===== config.mk =====
export PLATFORM = sky130hd
export DESIGN_NAME = crc_mem_sched
export DESIGN_NICKNAME = d
export VERILOG_FILES = /design/src/rtl/crc_sched_pkg.sv /design/src/rtl/rr_arb2.sv /design/src/rtl/crc_mem_sched.sv
export SDC_FILE = /design/constraint.sdc
export NUM_CORES = 1
export LEC_CHECK = 0
export CORE_ASPECT_RATIO = 1.4
export CORE_UTILIZATION = 35
export DETAILED_ROUTE_END_ITERATION = 8
export PLACE_DENSITY = 0.73
export SKIP_LAST_GASP = 1
export SYNTH_ARGS = -nofsm -noshare
export SYNTH_HDL_FRONTEND = slang
export SYNTH_SLANG_ARGS = --single-unit

===== constraint.sdc =====
create_clock -name clk -period 2.3 [get_ports clk]
set_input_delay 0.345 -clock clk [delete_from_list [all_inputs] [get_ports clk]]
set_output_delay 0.345 -clock clk [all_outputs]
set_load 0.01 [all_outputs]

===== src/rtl/crc_sched_pkg.sv =====
// Shared types and defaults for the CRC-protected memory write scheduler.
package crc_sched_pkg;

  typedef enum logic [1:0] {
    StIdle  = 2'd0,
    StWrite = 2'd1,
    StCheck = 2'd2,
    StFault = 2'd3
  } state_e;

  localparam int unsigned MaxRetryDefault  = 2;
  localparam int unsigned ErrThreshDefault = 4;
  localparam int unsigned DataWidth        = 32;

  // Saturating increment for the 8-bit error counter.
  function automatic logic [7:0] sat_inc8(input logic [7:0] v);
    return (v == 8'hFF) ? v : v + 8'd1;
  endfunction

endpackage


===== src/rtl/rr_arb2.sv =====
// Two-way round-robin arbiter: ties go to the requester not granted last,
// a lone valid requester always wins.
module rr_arb2 (
  input  logic       clk,
  input  logic       rst_n,
  input  logic       i_valid0,
  input  logic       i_valid1,
  input  logic       i_en,
  output logic [1:0] o_gnt
);

  logic       r_last1;  // 1 when requester 1 holds the most recent grant
  logic [1:0] w_gnt;

  // One-hot grant decision, only while enabled.
  always_comb begin
    w_gnt = 2'b00;
    if (i_en) begin
      if (i_valid0 && i_valid1) begin
        w_gnt = r_last1 ? 2'b01 : 2'b10;
      end else if (i_valid0) begin
        w_gnt = 2'b01;
      end else if (i_valid1) begin
        w_gnt = 2'b10;
      end
    end
  end

  // Remember who won; reset favours requester 0 on the first tie.
  always_ff @(posedge clk or negedge rst_n) begin
    if (!rst_n) begin
      r_last1 <= 1'b1;
    end else if (w_gnt != 2'b00) begin
      r_last1 <= w_gnt[1];
    end
  end

  assign o_gnt = w_gnt;

endmodule


===== src/rtl/crc_mem_sched.sv =====
// Schedules writes from two requesters into a CRC-protected memory,
// rewriting on uncorrected errors and latching a sticky fault on retry
// exhaustion or when the cumulative error count reaches a threshold.
module crc_mem_sched
  import crc_sched_pkg::*;
#(
  parameter int unsigned MAX_RETRY  = MaxRetryDefault,
  parameter int unsigned ERR_THRESH = ErrThreshDefault
) (
  input  logic                 clk,
  input  logic                 rst_n,
  input  logic                 req0_valid,
  input  logic [DataWidth-1:0] req0_data,
  output logic                 req0_ready,
  input  logic                 req1_valid,
  input  logic [DataWidth-1:0] req1_data,
  output logic                 req1_ready,
  output logic                 mem1_wr,
  output logic [DataWidth-1:0] mem1_data_in,
  input  logic                 mem1_err_detected,
  input  logic                 mem1_err_corrected,
  input  logic                 fault_clr,
  output logic                 fault,
  output logic [7:0]           err_cnt
);

  localparam logic [2:0] MaxRetryW  = MAX_RETRY[2:0];
  localparam logic [7:0] ErrThreshW = ERR_THRESH[7:0];

  state_e               r_state;
  logic [2:0]           r_retry;
  logic [7:0]           r_err_cnt;
  logic [DataWidth-1:0] r_data;
  logic                 r_mem_wr;
  logic                 r_fault;

  logic [1:0]           w_gnt;
  logic                 w_arb_en;
  logic [7:0]           w_cnt_inc;
  logic                 w_thresh_hit;

  assign w_arb_en = (r_state == StIdle);

  rr_arb2 u_arb (
    .clk      (clk),
    .rst_n    (rst_n),
    .i_valid0 (req0_valid),
    .i_valid1 (req1_valid),
    .i_en     (w_arb_en),
    .o_gnt    (w_gnt)
  );

  // Threshold is evaluated on the post-increment count so it overrides the
  // corrected/retry outcome of the same CHECK cycle.
  always_comb begin
    w_cnt_inc    = sat_inc8(r_err_cnt);
    w_thresh_hit = mem1_err_detected && (w_cnt_inc >= ErrThreshW);
  end

  // Main FSM with registered write strobe, data and fault outputs.
  always_ff @(posedge clk or negedge rst_n) begin
    if (!rst_n) begin
      r_state   <= StIdle;
      r_retry   <= 3'd0;
      r_err_cnt <= 8'd0;
      r_data    <= '0;
      r_mem_wr  <= 1'b0;
      r_fault   <= 1'b0;
    end else begin
      case (r_state)
        StIdle: begin
          if (w_gnt != 2'b00) begin
            r_data   <= w_gnt[0] ? req0_data : req1_data;
            r_mem_wr <= 1'b1;
            r_state  <= StWrite;
          end
        end
        StWrite: begin
          r_mem_wr <= 1'b0;
          r_state  <= StCheck;
        end
        StCheck: begin
          if (mem1_err_detected) begin
            r_err_cnt <= w_cnt_inc;
          end
          if (w_thresh_hit) begin
            r_fault <= 1'b1;
            r_state <= StFault;
          end else if (!mem1_err_detected || mem1_err_corrected) begin
            r_retry <= 3'd0;
            r_state <= StIdle;
          end else if (r_retry < MaxRetryW) begin
            // Rewrite the same latched data.
            r_retry  <= r_retry + 3'd1;
            r_mem_wr <= 1'b1;
            r_state  <= StWrite;
          end else begin
            r_fault <= 1'b1;
            r_state <= StFault;
          end
        end
        StFault: begin
          if (fault_clr) begin
            r_err_cnt <= 8'd0;
            r_retry   <= 3'd0;
            r_fault   <= 1'b0;
            r_state   <= StIdle;
          end
        end
        default: r_state <= StIdle;
      endcase
    end
  end

  assign req0_ready   = w_gnt[0];
  assign req1_ready   = w_gnt[1];
  assign mem1_wr      = r_mem_wr;
  assign mem1_data_in = r_data;
  assign fault        = r_fault;
  assign err_cnt      = r_err_cnt;

endmodule


==> key figures, run 1 <==
Drt
  – Post-DRT Antenna Nets: 0
  – Routed WL: approximately 6.2 mm
  – Post-DR vias/cell: approximately 5
  – 1st-iter DRT viols: 85
  – Vias: around 2300
  – First-pass DRT Iterations: 4
  – WL/cell: approximately 13 µm
  – DRC: 0

Synthesis
  – Ys async rst share: 100%
  – Post-Synth Adder-Cell Area: between 1 and 1.5%
  – Biggest area consumer among synthesized cells: dfrtp_1
  – Synth Register Bits: 48
  – Simple-Gate Fraction of Synth Area: 18.0%
  – Mapped Nets: about 330
  – Number of flops mapped to enable cells by yosys: 0
  – Synth top area share: a little under half
  – Synth top area cells: dfrtp_1 47%, mux2i_1 14%, a21oi_1 8.3%
  – Area fraction in compound gates after synthesis: around 15%
  – Seq/Total Area, Yosys: between 40% and 50%
  – Largest family of logic cells by synthesized area: simple AND/OR/NAND/NOR gates
  – Synth cell types: 44
  – Main synth FF type: dfrtp_1
  – Synth warn: 0
  – Synth Area in XOR/XNOR: less than 1%
  – Post-synthesis mux area share: 14.3%
  – Synth Cell Area: 2490 µm²
  – Syn Inst Count: between 200 and 300
  – Synthesized area per cell: 9.79 µm²

Setup path
  – Slowest CP cell: or4_4
  – Crit start category: flop
  – CP Class: flop to flop
  – R2R depth: 6
  – Reg-to-reg slack, setup: 0.15 ns
  – CP cell instances: ha_1, nand3_4, or4_4, o311ai_2, nand3_4, mux2_4
  – Required time of the critical path: between 2 and 2.5 ns
  – Critical path arrival: roughly 2.3 ns
  – Reg2Reg Capture Point: r_retry[0]$_DFFE_PN0P_
  – Worst setup EP type: flop
  – Largest fanout on the critical path: 6
  – Max incr delay on CP: between 0.5 and 0.6 ns
  – Most Frequent Cell on Critical Path: nand3_4
  – R2r startpoint: err_cnt[0]$_DFFE_PN0P_

STA
  – Final min period: 2.15 ns
  – Slew @ Worst Pin: 0.759 ns
  – Slew HR: 49.4%
  – Final setup fails: 0
  – Pins Over Slew Limit: 0
  – RSZ-0062 raised after global routing: no
  – Setup TNS: 0 ns
  – Final Skew: between 0.006 and 0.007 ns
  – Final Hold Viols: 0
  – Period utilization: 93.3%
  – Achievable Freq: roughly 470 MHz

Final layout
  – Ratio of cells with drive above 1 in the final layout: 7.61%
  – Post-layout util: between 50% and 60%
  – Post-Layout Cell Count: ~460
  – Area growth, synth to finish: 54.7%
  – Diode count: 0
  – Nets: 440
  – Filler instances: around 630

CTS
  – CTS tree: yes
  – Buffer depth of the longest clock path: 2
  – Root Buffer: clkbuf_8
  – H-Tree Depth: 2
  – TritonCTS Buffers: 5
  – Hold Buf Count CTS: 0
  – Postcts setup bufs: 0
  – Resized cells post-CTS: 0
  – Clk Latency, worst-skew pair: 0.30 ns
  – Worst-path clk slew: 0.09 ns
  – Clock Sinks: 48

Global route
  – Vias in the first global route: between 2000 and 2500
  – First-pass GRT wire length: 10.0 mm
  – GRT Total Usage: between 15 and 20%
  – Pin count of the biggest net entering global routing: 35
  – GRT overflow: 0
  – Antenna violations before repair: 0

Placed design
  – PortBufs: around 110
  – Placed Cells: ~460
  – Routability cong.: 0.872
  – DP HPWL: between 4 and 5 mm

Power and ir drop
  – Peak VDD IR: about 0.63 mV
  – Pleak: between 1.5 and 2 nW
  – Pwr Total: between 0.004 and 0.005 W
  – Power per cell area: roughly 1100 nW/µm²

Die
  – DIE WIDTH: approximately 73 µm
  – Die area: about 7400 µm²
  – Initial Util: approximately 36%
  – Core Area: a little under 7000 µm²
  – Rows: 36
  – # IOs: between 100 and 150
  – Die H: 102 µm

Job
  – Max-Cap Viols: 0

Hold path
  – Worst Hold Class: primary input to asynchronous set/reset pin

Run status
  – Status: finished clean
## per-layer routing
| metal | GRT usage, % | share of wire, % | wire, µm | up-vias |
|---|---|---|---|---|
| met5 | 0 | 0 | 0 | - |
| met1 | 19.5 | 39 | 2420 | 1056 |
| met2 | 31.3 | 53 | 3250 | 73 |
| met3 | 3.18 | 5.1 | 318 | 14 |
| li1 | - | - | - | 1133 |
| met4 | 8.60 | 3.1 | 189 | 0 |
## worst max-delay path by stage
stage | slack [ns] | start | endpoint | cells past startpoint
floorplan | 0.26 | err_cnt[0]$_DFFE_PN0P_ | r_retry[0]$_DFFE_PN0P_ | 6
global placement | 0.26 | err_cnt[0]$_DFFE_PN0P_ | r_retry[0]$_DFFE_PN0P_ | 6
detailed placement | 0.18 | err_cnt[0]$_DFFE_PN0P_ | r_retry[0]$_DFFE_PN0P_ | 6
CTS | 0.09 | r_state[1]$_DFFE_PN0P_ | req0_ready | 4
global route | 0.02 | err_cnt[0]$_DFFE_PN0P_ | r_state[0]$_DFFE_PN0P_ | 6
finish | 0.15 | err_cnt[0]$_DFFE_PN0P_ | r_retry[0]$_DFFE_PN0P_ | 6
## kinds of logic after synthesis
group	count (synthesis)
flops	48
simple gates	88
mux	35
buf+inv	19
compound gates	61
xor+xnor	1
fa+ha+maj	2
## power breakdown
part           leakage (nW)  internal (W)  total, W  switching (W)
clock network        0.0510      0.000240  0.000516       0.000276
registers             0.558       0.00122   0.00147       0.000255
logic                  1.11       0.00116   0.00215       0.000995
## critical path, delay by kind of cell (launching register included)
| kind | cells | cell delay (ns) |
|---|---|---|
| AOI/OAI and AO/OA | 1 | 0.14 |
| adders and majority gates | 1 | 0.33 |
| DFF | 1 | 0.44 |
| muxes | 1 | 0.31 |
| and+or+nand+nor | 3 | 0.80 |
## layout make-up
cell class / instances / area, µm² / share of cell area (%)
clock inverters: 2 / 10.0 / 0.260
well taps: 95 / 119 / 3.09
repair buffers: 120 / 1210 / 31.4
multi-input cells: 187 / 1210 / 31.4
inverters: 5 / 18.8 / 0.488
flip-flops and latches: 48 / 1200 / 31.3
clock buffers: 6 / 82.6 / 2.15
## cells in the mapped netlist (2+ instances only)
cell type and count:
dfrtp_1 47, nor2_1 46, a21oi_1 41, mux2i_1 34, clkbuf_1 8, nand2_1 8
nor3_1 7, nand3_1 6, inv_1 5, a31oi_1 3, and3_1 3, buf_2 3
nand4_1 3, o21bai_1 3, a211oi_1 2, and2_1 2, buf_1 2, ha_1 2
nand3_4 2, o211ai_1 2, o21ai_0 2
## stage by stage
step                      hold slack, ns  cell area [µm²]  worst slack [ns]
after floorplan                   0.0494             2490             0.260
after global placement             0.459             3750             0.260
after detailed placement           0.469             3750             0.182
after CTS                          0.133             3840            0.0937
after global routing               0.154             3850            0.0223
final                              0.107             3850             0.154
## flip-flops by register name (all words and copies together) (netlist names)
| signal | count |
|---|---|
| err_cnt | 8 |
| fault | 1 |
| r_state | 2 |
| u_arb.r_last1 | 1 |
| r_retry | 3 |
| mem1_data_in | 32 |
| mem1_wr | 1 |
## cells in the final DEF (no fill, tap or decap), drive strengths merged, types with 2 or more instances in the layout
master	count
a31oi	3
o21bai	3
mux2i	34
clkinv	2
nand3	8
clkdlybuf4s50	113
and2	3
dfrtp	47
nand2	8
clkbuf	6
nor2	47
inv	5
ha	2
nor3	7
o21ai	2
and3	4
a21oi	41
nand4	3
a211oi	2
buf	7
o211ai	2
Note: power is estimated with default switching activity, not from simulation.
==> inputs of run 2 (changes only) <==
Settings changed: HOLD_SLACK_MARGIN from default to 0.08.
==> results of run 2 <==
Same layout as run 1: the final DEF is identical, and so are final timing and power.
